**src/rtl/reg_file_param_if.sv**
```systemverilog
// Register file port bundle: write, dual read, clear and debug bus.
// The master drives requests; the slave is the register file.
interface reg_file_param_if #(
    parameter int DATA_W   = 4,
    parameter int NUM_REGS = 8
);
    localparam int ADDR_W = $clog2(NUM_REGS);

    logic                       Wr_En;
    logic [ADDR_W-1:0]          Wr_Addr;
    logic [DATA_W-1:0]          Wr_Data;
    logic                       Wr_Ready;
    logic [ADDR_W-1:0]          Rd_Addr_A;
    logic [DATA_W-1:0]          Rd_Data_A;
    logic [ADDR_W-1:0]          Rd_Addr_B;
    logic [DATA_W-1:0]          Rd_Data_B;
    logic                       Clr_Req;
    logic                       Busy;
    logic [NUM_REGS*DATA_W-1:0] Regs_Flat;

    modport master (
        output Wr_En, Wr_Addr, Wr_Data,
        output Rd_Addr_A, Rd_Addr_B, Clr_Req,
        input  Wr_Ready, Rd_Data_A, Rd_Data_B,
        input  Busy, Regs_Flat
    );

    modport slave (
        input  Wr_En, Wr_Addr, Wr_Data,
        input  Rd_Addr_A, Rd_Addr_B, Clr_Req,
        output Wr_Ready, Rd_Data_A, Rd_Data_B,
        output Busy, Regs_Flat
    );
endinterface

```
**src/rtl/reg_file_param.sv**
```systemverilog
// Parametrised register file: one write port, two registered reads, clear sweep.
// Optional write-through to read ports: define REG_FILE_BYPASS_EN.
module reg_file_param #(
    parameter int DATA_W    = 4,
    parameter int NUM_REGS  = 8,
    parameter int ZERO_REG0 = 1
) (
    input logic             Clk,
    input logic             Reset,
    reg_file_param_if.slave bus
);
    localparam int ADDR_W = $clog2(NUM_REGS);

    typedef enum logic {IDLE, CLEAR} state_t;

    state_t            state;
    logic [ADDR_W-1:0] cnt;
    logic              rdy_q;
    logic              busy;
    logic              wr_fire;
    logic              wr_keep;
    logic              hit_a;
    logic              hit_b;

    logic [DATA_W-1:0]          regs [NUM_REGS];
    logic [NUM_REGS*DATA_W-1:0] flat;

    assign busy         = (state == CLEAR);
    assign bus.Busy     = busy;
    assign bus.Wr_Ready = rdy_q & ~busy & ~Reset;
    assign wr_fire      = bus.Wr_En & bus.Wr_Ready;

    // Writes to a hardwired R0 never land and never bypass.
    assign wr_keep = wr_fire &
                     ~((ZERO_REG0 != 0) && (bus.Wr_Addr == '0));

`ifdef REG_FILE_BYPASS_EN
    assign hit_a = wr_keep && (bus.Wr_Addr == bus.Rd_Addr_A);
    assign hit_b = wr_keep && (bus.Wr_Addr == bus.Rd_Addr_B);
`else
    assign hit_a = 1'b0;
    assign hit_b = 1'b0;
`endif

    // Write port is held off until the first edge after reset release.
    always_ff @(posedge Clk or posedge Reset) begin
        if (Reset) rdy_q <= 1'b0;
        else       rdy_q <= 1'b1;
    end

    // Clear sequencer: one register per cycle, NUM_REGS cycles total.
    always_ff @(posedge Clk or posedge Reset) begin
        if (Reset) begin
            state <= IDLE;
            cnt   <= '0;
        end else begin
            unique case (state)
                IDLE: begin
                    if (bus.Clr_Req) state <= CLEAR;
                end
                CLEAR: begin
                    cnt <= cnt + 1'b1;
                    if (cnt == ADDR_W'(NUM_REGS - 1)) state <= IDLE;
                end
                default: state <= IDLE;
            endcase
        end
    end

    // Storage: R0 is a constant when hardwired, otherwise a plain register.
    for (genvar n = 0; n < NUM_REGS; n++) begin : g_reg
        if ((ZERO_REG0 != 0) && (n == 0)) begin : g_zero
            assign regs[n] = '0;
        end else begin : g_ff
            logic [DATA_W-1:0] q;
            // Clear sweep has priority; writes are blocked while busy anyway.
            always_ff @(posedge Clk or posedge Reset) begin
                if (Reset)
                    q <= '0;
                else if (busy && (cnt == ADDR_W'(n)))
                    q <= '0;
                else if (wr_fire && (bus.Wr_Addr == ADDR_W'(n)))
                    q <= bus.Wr_Data;
            end
            assign regs[n] = q;
        end
    end

    // Registered read ports, optionally forwarding the same-edge write.
    always_ff @(posedge Clk or posedge Reset) begin
        if (Reset) begin
            bus.Rd_Data_A <= '0;
            bus.Rd_Data_B <= '0;
        end else begin
            bus.Rd_Data_A <= hit_a ? bus.Wr_Data : regs[bus.Rd_Addr_A];
            bus.Rd_Data_B <= hit_b ? bus.Wr_Data : regs[bus.Rd_Addr_B];
        end
    end

    // Debug bus straight from storage, never bypassed.
    always_comb begin
        flat = '0;
        for (int i = 0; i < NUM_REGS; i++)
            flat[i*DATA_W +: DATA_W] = regs[i];
    end

    assign bus.Regs_Flat = flat;
endmodule

```
**src/flat_wrapper.sv**
```systemverilog
// flat-port wrapper written by rule: the top's interface ports become plain ports
module reg_file_param_flat 
#(
    parameter int DATA_W    = 4,
    parameter int NUM_REGS  = 8,
    parameter int ZERO_REG0 = 1
)
  (Clk, Reset, bus_Wr_En, bus_Wr_Addr, bus_Wr_Data, bus_Rd_Addr_A, bus_Rd_Addr_B, bus_Clr_Req, bus_Wr_Ready, bus_Rd_Data_A, bus_Rd_Data_B, bus_Busy, bus_Regs_Flat);
  reg_file_param_if #(.DATA_W(DATA_W), .NUM_REGS(NUM_REGS)) bus_i ();
  input logic Clk;
  input logic Reset;
  input wire logic [$bits(bus_i.Wr_En)-1:0] bus_Wr_En;
  input wire logic [$bits(bus_i.Wr_Addr)-1:0] bus_Wr_Addr;
  input wire logic [$bits(bus_i.Wr_Data)-1:0] bus_Wr_Data;
  input wire logic [$bits(bus_i.Rd_Addr_A)-1:0] bus_Rd_Addr_A;
  input wire logic [$bits(bus_i.Rd_Addr_B)-1:0] bus_Rd_Addr_B;
  input wire logic [$bits(bus_i.Clr_Req)-1:0] bus_Clr_Req;
  output wire logic [$bits(bus_i.Wr_Ready)-1:0] bus_Wr_Ready;
  output wire logic [$bits(bus_i.Rd_Data_A)-1:0] bus_Rd_Data_A;
  output wire logic [$bits(bus_i.Rd_Data_B)-1:0] bus_Rd_Data_B;
  output wire logic [$bits(bus_i.Busy)-1:0] bus_Busy;
  output wire logic [$bits(bus_i.Regs_Flat)-1:0] bus_Regs_Flat;
  assign bus_i.Wr_En = bus_Wr_En;
  assign bus_i.Wr_Addr = bus_Wr_Addr;
  assign bus_i.Wr_Data = bus_Wr_Data;
  assign bus_i.Rd_Addr_A = bus_Rd_Addr_A;
  assign bus_i.Rd_Addr_B = bus_Rd_Addr_B;
  assign bus_i.Clr_Req = bus_Clr_Req;
  assign bus_Wr_Ready = bus_i.Wr_Ready;
  assign bus_Rd_Data_A = bus_i.Rd_Data_A;
  assign bus_Rd_Data_B = bus_i.Rd_Data_B;
  assign bus_Busy = bus_i.Busy;
  assign bus_Regs_Flat = bus_i.Regs_Flat;
  reg_file_param #(.DATA_W(DATA_W), .NUM_REGS(NUM_REGS), .ZERO_REG0(ZERO_REG0)) u_core (.Clk(Clk), .Reset(Reset), .bus(bus_i));
endmodule
```
**config.mk**
```make
export PLATFORM = sky130hd
export DESIGN_NAME = reg_file_param_flat
export DESIGN_NICKNAME = d
export VERILOG_FILES = /design/src/rtl/reg_file_param_if.sv /design/src/rtl/reg_file_param.sv /design/src/flat_wrapper.sv
export SDC_FILE = /design/constraint.sdc
export NUM_CORES = 1
export LEC_CHECK = 0
export ABC_AREA = 0
export CORE_MARGIN = 4
export CORE_UTILIZATION = 49
export CTS_CLUSTER_DIAMETER = 50
export DETAILED_ROUTE_END_ITERATION = 16
export HOLD_SLACK_MARGIN = 0.06
export PLACE_DENSITY = 0.88
export SLEW_MARGIN = 10
export SYNTH_ARGS = -nofsm -noshare
export SYNTH_HDL_FRONTEND = slang
export SYNTH_SLANG_ARGS = --single-unit
```
**constraint.sdc**
```tcl
create_clock -name Clk -period 1.9 [get_ports Clk]
set_input_delay 0.19 -clock Clk [delete_from_list [all_inputs] [get_ports Clk]]
set_output_delay 0.19 -clock Clk [all_outputs]
set_load 0.005 [all_outputs]
```
Word-level counts from Yosys, hierarchy flattened. Cells that the tools add are included. W data, S select, Z words.

Register bits after elaboration: 41. Output and inout bits: 42.

$add $sub $neg: 1. $lt $le $gt $ge: 2. Eq/ne operators: 14. Mux-type cells: 23. Bitwise logic cells: 7. Reduce and logical (&&, ||, !) cells: 21.

Operator list (count): $mux W4 (18); $bmux W4 S3 (2); $eq A3 B3 Y1 const B (8); $logic_and A1 B1 Y1 (14); $reduce_bool A2 Y1 (7); $eq A3 B2 Y1 const B (4); $ge A4 B4 Y1 const B (2); $not A3 Y4 (2); $eq A3 B1 Y1 const B (2); $add A3 B1 Y3 const B (1); $and A1 B1 Y1 (3); $mux W1 (2); $not A1 Y1 (2); $pmux W1 S2 (1).

Longest topological paths before layout. Gate-level depths: netlist of the first run.

Depth in word-level cells: 7. Mapped depth: 5. Mapped depth without buffers: 5.

Worst setup path before layout of the first run. Ideal clock, no wire load.

Path type: register -> register. Start: reg u_core.state, in the netlist u_core.bus.Busy. End: reg u_core.g_reg[4].g_ff.q[0]. Arrival time: 1470 ps. Slack: 308 ps. Cell stages (with the launch flop): 6. Path buffers: 2. Cells stage by stage: dfrtp_1 -> nand4bb_1 -> buf_2 -> or4b_4 -> buf_6 -> mux2i_1.

Cells in the longest elaborated chain, start to end: 6.

RTL lines: from (decl) (line reg_file_param.sv:16) `state_t state;`; from (signal assigned) (line reg_file_param.sv:54) `state <= IDLE;`; from (signal assigned) (line reg_file_param.sv:59) `if (bus.Clr_Req) state <= CLEAR;`; from (signal assigned) (line reg_file_param.sv:63) `if (cnt == ADDR_W'(NUM_REGS - 1)) state <= IDLE;`; $not A1 Y1 (line reg_file_param.sv:30) `assign bus.Wr_Ready = rdy_q & ~busy & ~Reset;`; $and A1 B1 Y1 (2 in series) (line reg_file_param.sv:30); $and A1 B1 Y1 (line reg_file_param.sv:31) `assign wr_fire = bus.Wr_En & bus.Wr_Ready;`; $logic_and A1 B1 Y1 (line reg_file_param.sv:82) `else if (wr_fire && (bus.Wr_Addr == ADDR_W'(n)))`; $reduce_bool A2 Y1 (no line); to (signal assigned) (line reg_file_param.sv:83) `q <= bus.Wr_Data;`; to (decl) (line reg_file_param.sv:75) `logic [DATA_W-1:0] q;`.

Parallel ways exist; a longest one is shown, timed or not. A chain may end at the register's enable or synchronous reset.

Final worst setup path of the first run.
Start: reg u_core.state, in the netlist u_core.bus.Busy. End: out bus_Wr_Ready.

Cells in the longest elaborated chain, start to end: 3.

RTL lines: $not A1 Y1 (line reg_file_param.sv:30); $and A1 B1 Y1 (2 in series) (line reg_file_param.sv:30); to (decl) (line flat_wrapper.sv:18) `output wire logic [$bits(bus_i.Wr_Ready)-1:0] bus_Wr_Ready;`.

Every way passes these cells.

==> impl_metrics.yaml, run 1 <==
clock_network:
  cts_hold_buf: 0
  cts_resized: 0
  numCtsBuffers: 5
  clockRootBuffer: "clkbuf_8"
  cts_buffer_depth: 2
  clk_pin_slew_worst_paths_ns: 0.08
  cts_setup_buffers: 0
  cts_sinks: 41
  clock_latency_ns: 0.29
  h-tree-depth: 2
  cts_tree: "built"
critical_path:
  cp_data_arrival_time_ns: 1.49
  path_max_fanout: 5
  rr_worst_depth: 3
  rr_startpoint: "u_core.bus.Busy"
  required_ns: 1.71
  critPathBufInv: 1
  cp-startpoint: "u_core.bus.Busy"
  r2r_slack_ns: 0.35
  crit_cells: 2
  crit_type: "reg -> out"
  critPathMaxStageDelay_ns: 0.53
  worstSetupEndpointType: "output pin"
  slowest_stage: "clkdlybuf4s50_1"
  crit_path_end: "bus_Wr_Ready"
  cp-start-kind: "flop"
  cp_top_family: "buffers and inverters"
  r2r-end: "u_core.g_reg[4].g_ff.q[3]"
  crit_chain: "nor3b_1 -> clkdlybuf4s50_1"
job:
  cap_violations: 0
floorplan:
  chipWidth_um: 76.32
  fp.dieArea_sq_um: 5825
  placementRows: 24
  start_util: 0.5146
  core_area_sq_um: 4444
  io_pins: 59
  die_h_um: 76.32
placed_design:
  gp_congestion: 0.8775
  place_inst: 327
  dpl_cell_area_sq_um: 2910
  io_buffers: 54
  dpl.hpwl_um: 4861
timing:
  fin_crit_sh: 0.8823
  rsz0062_at_grt: "no"
  setup_viol: 0
  clock_skew_ns: 0.003869
  maxSlewViolCount: 0
  tns_ns: 0
  finalHoldViolations: 0
  period_minus_slack_ns: 1.676
  clock.fmax_mhz: 596.6
yosys:
  ys_types: 33
  netlist_area_sq_um: 2287
  yosys_warnings: 0
  synthArstFlopShare: 1.000
  synth_top_area_frac: 0.4486
  yosysMostFrequentCell: "dfrtp_1"
  synth-seq-cells: 41
  ys_dominant_reg_cell: "dfrtp_1"
  synth_largest_area_cell: "dfrtp_1"
  synth_area_per_cell_sq_um: 10.26
  synth-edff-count: 0
  yosysSeqAreaShare: 0.4486
  synthTopCellsByArea: "dfrtp_1 45%, mux2i_1 11%, nand2_1 5.3%"
  synthCells: 223
  synth_common_cells: "41 x dfrtp_1, 32 x nand2_1, 26 x mux2i_1"
global_route:
  antenna_found_initial: 0
  grt_max_degree: 33
  grt_pass1_vias: 2230
  grt_pass1_wl_um: 11160
  grtUsageTotal: 0.2397
  overflow: 0
run_status:
  status: "completed"
route:
  dr.first_iter.drc_count: 172
  wl_um: 6604
  ant_nets: 0
  vias: 2099
  vias_per_cell: 6.266
  route.detailed.drc: 0
  drtPass1Iterations: 7
  wl_per_cell_um: 19.71
layout:
  fillers: 344
  design_area_sq_um: 3027
  area_growth_pct: 32.33
  n_antenna_cell: 0
  fin_cells: 335
  drive_gt1_frac: 0.1025
  fin_nets: 305
power:
  powerDensity_nw_per_um2: 997.2
  finalPower_w: 0.003018
  vdd_drop_max_mv: 0.6034
  p_leak_nw: 1.436
hold_path:
  hold_class: "in -> async"
-- worst min path at each step --
stage | startpoint | end | slack [ns]
3_3_place_gp | u_core.cnt[0] | u_core.cnt[0] | 0.51
5_1_grt | Reset | u_core.g_reg[1].g_ff.q[0] | 0.30
2_1_floorplan | bus_Clr_Req | u_core.bus.Busy | 0.32
4_1_cts | Reset | u_core.g_reg[1].g_ff.q[0] | 0.29
3_5_place_dp | u_core.cnt[0] | u_core.cnt[0] | 0.53
6_report | Reset | u_core.g_reg[1].g_ff.q[0] | 0.28
-- layer usage --
metal,wire (um),up-vias,global-route usage,share of wire
met5,0,-,0,0
met4,194,0,0.1069,0.029
met3,485,19,0.05556,0.073
met2,3327,116,0.4016,0.50
met1,2597,1040,0.2940,0.39
li1,-,924,-,-
-- cell families (layout without fill, tap and decap cells) --
| kind of cell | count (synthesis) | count (layout) | synth area share |
|---|---|---|---|
| simple gates | 77 | 77 | 0.1794 |
| flops | 41 | 41 | 0.4486 |
| compound gates | 37 | 37 | 0.1225 |
| mux | 34 | 34 | 0.1532 |
| buf+inv | 25 | 82 | 0.05634 |
| fa+ha+maj | 6 | 6 | 0.03282 |
| other cells | 2 | 5 | 0.003283 |
| xor+xnor | 1 | 1 | 0.003830 |
-- power breakdown --
part / internal, W / leakage, nW / total, W / switching, W
Combinational: 0.000542 / 0.833 / 0.00102 / 0.000473
Sequential: 0.00106 / 0.545 / 0.00127 / 0.000216
Clock: 0.000428 / 0.0585 / 0.000730 / 0.000301
Total: 0.00203 / 1.44 / 0.00302 / 0.000990
-- stage by stage --
stage,hold WS [ns],worst slack [ns],utilization
2_1_floorplan,0.3172,0.3076,-
3_3_place_gp,0.5140,0.1559,0.6548
4_1_cts,0.2852,0.2295,0.6810
3_5_place_dp,0.5311,0.08285,0.6548
5_1_grt,0.2970,0.1600,0.6810
6_report,0.2794,0.2237,0.6810
-- cell type report --
cell class / count / area (sq um) / area share
Multi-Input combinational cell: 160 / 1150 / 0.3799
Timing Repair Buffer: 65 / 635.6 / 0.2100
Clock buffer: 7 / 86.33 / 0.02852
Inverter: 9 / 33.78 / 0.01116
Tap cell: 52 / 65.06 / 0.02150
Clock inverter: 1 / 30.03 / 0.009921
Sequential cell: 41 / 1026 / 0.3390
-- state kept, by name (all words and copies together) (netlist names) --
register              count
u_core.g.g_ff.q          28
u_core.bus.Rd_Data_A      4
u_core.bus.Rd_Data_B      4
u_core.cnt                3
u_core.bus.Busy           1
u_core.rdy_q              1
-- cell usage in the layout, fill, tap and decap left out, drive strengths merged, types with 3 or more instances in the layout --
cell type / n
a211oi: 4
a221oi: 11
a311oi: 4
and2: 3
and3b: 3
buf: 11
clkbuf: 7
clkdlybuf4s50: 54
conb: 5
dfrtp: 41
ha: 6
inv: 9
mux2: 8
mux2i: 26
nand2: 32
nand3: 18
nand3b: 3
nor2b: 7
o211ai: 4
o21ai: 9
o311ai: 4
Power figures use the tool's default switching activity.
==> inputs of run 2 (changes only) <==
--- a/config.mk
+++ b/config.mk
@@ -6,7 +6,7 @@
 export NUM_CORES = 1
 export LEC_CHECK = 0
 export ABC_AREA = 0
-export CORE_MARGIN = 4
+export CORE_MARGIN = 3
 export CORE_UTILIZATION = 49
 export CTS_CLUSTER_DIAMETER = 50
 export DETAILED_ROUTE_END_ITERATION = 16
==> impl_metrics.yaml, run 2 (same netlist as run 1, synthesis figures left out) <==
run_status:
  status: "completed"
power:
  vdd_drop_max_mv: 0.8406
  powerDensity_nw_per_um2: 1026
  p_leak_nw: 1.426
  finalPower_w: 0.003089
layout:
  reg_top3: "u_core.g.g_ff.q: 28 flops, u_core.bus.Rd_Data_A: 4 flops, u_core.bus.Rd_Data_B: 4 flops"
  fillers: 350
  n_antenna_cell: 0
  area_growth_pct: 31.56
  layout_commonest_cell: "clkdlybuf4s50_1"
  fin_nets: 302
  final_cell_mix: "54 x clkdlybuf4s50_1, 41 x dfrtp_1, 32 x nand2_1"
  area.sequential_sq_um: 1026
  max_flop_register: "u_core.g.g_ff.q"
  largest_reg_flops: 28
  fin_cells: 332
  multi_input_area_sq_um: 1150
  drive_gt1_frac: 0.09643
critical_path:
  cp-start-kind: "flop"
  cp_top_family: "buffers and inverters"
  worstSetupEndpointType: "output pin"
  critPathBufInv: 1
  critPathMaxStageDelay_ns: 0.53
  cp_data_arrival_time_ns: 1.48
  slowest_stage: "clkdlybuf4s50_1"
  path_max_fanout: 5
  crit_chain: "nor3b_1 -> clkdlybuf4s50_1"
  required_ns: 1.71
  crit_type: "reg -> out"
job:
  cap_violations: 0
clock_network:
  clockRootBuffer: "clkbuf_8"
  clock_latency_ns: 0.30
  cts_setup_buffers: 0
  numCtsBuffers: 5
  cts_resized: 0
  cts_tree: "built"
  clk_pin_slew_worst_paths_ns: 0.08
  h-tree-depth: 2
  cts_buffer_depth: 2
  cts_sinks: 41
  cts_hold_buf: 0
placed_design:
  place_inst: 324
  io_buffers: 54
  dpl.hpwl_um: 4534
  gp_congestion: 0.9302
floorplan:
  die_h_um: 74.32
  start_util: 0.5146
  io_pins: 59
  core_area_sq_um: 4444
  placementRows: 24
  fp.dieArea_sq_um: 5523
  chipWidth_um: 74.32
global_route:
  antenna_found_initial: 0
  grt_pass1_wl_um: 9894
  overflow: 0
  grt_max_degree: 30
  grt_pass1_vias: 2016
  grtUsageTotal: 0.2370
route:
  ant_nets: 0
  vias: 2018
  dr.first_iter.drc_count: 243
  wl_per_cell_um: 18.23
  wl_um: 6052
  drtPass1Iterations: 4
  vias_per_cell: 6.078
  route.detailed.drc: 0
timing:
  rsz0062_at_grt: "no"
  clock_skew_ns: 0.009386
  clock.fmax_mhz: 598.9
  fin_crit_sh: 0.8788
  maxSlewViolCount: 0
  tns_ns: 0
  finalHoldViolations: 0
  timing.hold.ws_ns: 0.3025
  setup_viol: 0
  period_minus_slack_ns: 1.670
hold_path:
  hold_class: "in -> async"
run 2: cell types whose count changed in the layout (fill, tap and decap cells not counted):
cell       before  now
buf_4          10    8
clkbuf_1        1    0
clkbuf_8        6    5
buf_12          1    0
clkinv_2        0    1
bufinv_16       1    2
run 2: worst min-delay path: stages:
cell,delay (ns)
clkdlybuf4s50_1,0.46
inv_1,0.10
buf_4,0.20
run 2: final timing paths:
check / cells after the start / startpoint / slack, ns / to
worst min-delay path: 3 / Reset / 0.30 / u_core.g_reg[1].g_ff.q[3]
min in group Clk: 3 / bus_Clr_Req / 0.42 / u_core.bus.Busy
max in group asynchronous: 3 / Reset / 1.23 / u_core.g_reg[5].g_ff.q[3]
worst max register to register: 3 / u_core.bus.Busy / 0.34 / u_core.g_reg[4].g_ff.q[1]
worst min register to register: 1 / u_core.cnt[0] / 0.54 / u_core.cnt[0]
worst max-delay path: 2 / u_core.bus.Busy / 0.23 / bus_Wr_Ready
run 2: cell type report:
type                       count  share of cell area
multi-input combinational    160              0.3821
timing repair buffer          62              0.1996
inverter                       9             0.01123
clock inverter                 3             0.02162
sequential                    41              0.3410
clock buffer                   5             0.02287
tap                           52             0.02162
run 2: per-layer routing:
| layer | GRT usage | part of all wire |
|---|---|---|
| met5 | 0 | 0 |
| met2 | 0.3839 | 0.50 |
| met4 | 0.09684 | 0.027 |
| met1 | 0.3096 | 0.41 |
| met3 | 0.05270 | 0.065 |
run 2: per-stage QoR:
stage | cell area, sq um | setup slack (ns) | utilization
6_report | 3009 | 0.2303 | 0.6771
5_1_grt | 3009 | 0.1556 | 0.6771
4_1_cts | 3009 | 0.2283 | 0.6771
3_5_place_dp | 2875 | 0.1114 | 0.6470
3_3_place_gp | 2875 | 0.1543 | 0.6470
2_1_floorplan | 2298 | 0.3076 | -
run 2: report_power, final:
part | total [W] | switching, W | internal [W]
Sequential | 0.00127 | 0.000208 | 0.00106
Combinational | 0.000989 | 0.000455 | 0.000533
Clock | 0.000835 | 0.000313 | 0.000522
==> edit (settings of run 1) <==
`DATA_W` is set to 4 in 3 places; all go to 5.
--- a/src/rtl/reg_file_param_if.sv
+++ b/src/rtl/reg_file_param_if.sv
@@ -2,5 +2,5 @@
 // The master drives requests; the slave is the register file.
 interface reg_file_param_if #(
-    parameter int DATA_W   = 4,
+    parameter int DATA_W   = 5,
     parameter int NUM_REGS = 8
 );
--- a/src/rtl/reg_file_param.sv
+++ b/src/rtl/reg_file_param.sv
@@ -2,5 +2,5 @@
 // Optional write-through to read ports: define REG_FILE_BYPASS_EN.
 module reg_file_param #(
-    parameter int DATA_W    = 4,
+    parameter int DATA_W    = 5,
     parameter int NUM_REGS  = 8,
     parameter int ZERO_REG0 = 1
--- a/src/flat_wrapper.sv
+++ b/src/flat_wrapper.sv
@@ -2,5 +2,5 @@
 module reg_file_param_flat 
 #(
-    parameter int DATA_W    = 4,
+    parameter int DATA_W    = 5,
     parameter int NUM_REGS  = 8,
     parameter int ZERO_REG0 = 1
Ports: changed (resized bus_Rd_Data_A, bus_Rd_Data_B, bus_Regs_Flat and bus_Wr_Data); port bits go from 59 to 70. The function was not compared with the original's and may differ.
==> edit against run 1 <==
Register-to-register slack worse by 0.12 ns. Maximum frequency fell by 1.1%. Sequential power increased by 31%. Final area increased by 15%. Area after synthesis rose by 17%. Sequential cell count rose by 9. Core utilization is 1.2 points lower. Worst setup slack got worse by 0.019 ns. Clock skew barely moved. Total power rose by 19%. Count of clock-buffer cells in the layout stayed put. Wire length up 9.4%. Non-clock buffer count is 8 higher. Critical path type unchanged.
==> edit: results (changes against run 1) <==
- Status: finished clean
- # H-tree levels: 2 (unchanged)
- Final period utilization: 0.892 (+0.00999)
- Seq. pwr: 1.66 mW (+31%)
- Clock latency on the worst-skew pair: 0.31 ns (+0.02 ns)
- Post-DP HPWL: 5470 um (+12%)
- Biggest regs: u_core.g.g_ff.q (35), u_core.bus.Rd_Data_A (5), u_core.bus.Rd_Data_B (5)
- Hold WC Path Type: in -> async
- Nets: 338 (+11%)
- WS Path Type: reg -> out
- Syn. warnings: 0 (unchanged)
- CTS Root Cell: clkbuf_8
- Cells after DPL: 377 (+15%)
- Overall routing resource usage: 0.224 (-0.0153)
- Non-Filler Instances: 384 (+15%)
- VDD IR max: 512 uV (-15%)
- R2r setup slk: 0.23 ns (-0.12 ns)
- Longest Clk Path Bufs: 2 (unchanged)
- Clk slew on worst S/H paths: 0.09 ns
- Placed Area: 3410 sq um (+17%)
- Largest net degree at the start of global routing: 51 (+55%)
- Post_cts resized: 0 (unchanged)
- Switching share of power: 0.350 (+0.0217)
- Final wirelength: 7230 um (+9.4%)
- Routability cong.: 0.931 (+6.1%)
- Met1 Track Usage GR: 0.284 (-0.0105)
- Leakage power: 1.62 nW (+13%)
- Iteration-0 DRC Markers: 334 (+94%)
- FF-to-FF End: u_core.g_reg[4].g_ff.q[2]
- Port Buf Inserts: 64 (+19%)
- Vias in the first global route: 2211 (-0.85%)
- Pre-CTS WS: 0.0519 ns (-0.0310 ns)
- Drt pass-1 iters: 5 (-2)
- First-pass GRT wire length: 11200 um (+0.49%)
- Seq/Total Area, Yosys: 0.468 (+0.0196)
- Worst Skew: 0.00391 ns (+0.0000389 ns)
- Worst endpoint data arrival time: 1.51 ns (+0.02 ns)
- Worst Setup EP: bus_Wr_Ready
- GR Util met2: 0.384 (-0.0171)
- Met3 usage: 0.0373 (-0.0183)
- R2R Path Start: u_core.bus.Busy
- Synth unique cells: 28 (-15%)
- Commonest cells in the netlist: dfrtp_1, mux2i_1, nand2_1
- Share of cells above drive strength 1: 0.0860 (-0.0165)
- Reg2Reg Depth: 3 (unchanged)
- Routed vias/inst: 5.94 (-5.2%)
- Psw: 1.25 mW (+27%)
- Initial antenna violation count: 0 (unchanged)
- Syn Inst Count: 246 (+10%)
- Combinational power: 1.32 mW (+29%)
- Async SR Flop Fraction: 1.00 (unchanged)
- Synth top area cells: dfrtp_1, mux2i_1, a221oi_1, nand2_1, mux2_2
- Post-synth EDFFs: 0 (unchanged)
-- edit: cell types whose count changed in the layout (fill, tap and decap cells not counted), moves of 7 or more --
cell / before / now
mux2i_1: 26 / 47
a221oi_1: 11 / 20
nand2_1: 32 / 39
nand3_1: 18 / 11
clkdlybuf4s50_1: 54 / 64
dfrtp_1: 41 / 50
-- edit: layout make-up --
class | instances | area, sq um
clock buffer | 7 | 76.3
multi-input combinational | 174 | 1310
tap | 70 | 87.6
fill | 406 | 1720
inverter | 10 | 37.5
sequential | 50 | 1250
timing repair buffer | 73 | 721
-- edit: how the worst min path moves through the flow --
stage,to,depth (start not counted),slack [ns],start
6_report,u_core.g_reg[7].g_ff.q[1],4,0.39,Reset
5_1_grt,u_core.bus.Busy,3,0.43,bus_Clr_Req
4_1_cts,u_core.rdy_q,4,0.41,Reset
3_5_place_dp,u_core.cnt[0],1,0.52,u_core.cnt[0]
3_3_place_gp,u_core.cnt[0],1,0.52,u_core.cnt[0]
2_1_floorplan,u_core.bus.Busy,2,0.32,bus_Clr_Req
-- edit: cells by family after synthesis --
logic type | synth area share
AND/OR/NAND/NOR | 0.147
multiplexers | 0.218
flip-flops | 0.468
AO/OA/AOI/OAI | 0.0861
buffers and inverters | 0.0468
adder cells (fa/ha/maj) | 0.0281
other | 0.00281
XOR/XNOR | 0.00328
-- edit: worst max-delay path, stage by stage (launching register included) --
cell and delay (ns):
dfrtp_1 0.43, nor3b_1 0.23, clkdlybuf4s50_1 0.54
-- edit: routing by layer --
metal | up-vias | routed length, um
met5 | - | 0
met4 | 0 | 140
met3 | 13 | 538
met2 | 140 | 3540
met1 | 1115 | 3000
li1 | 1013 | -
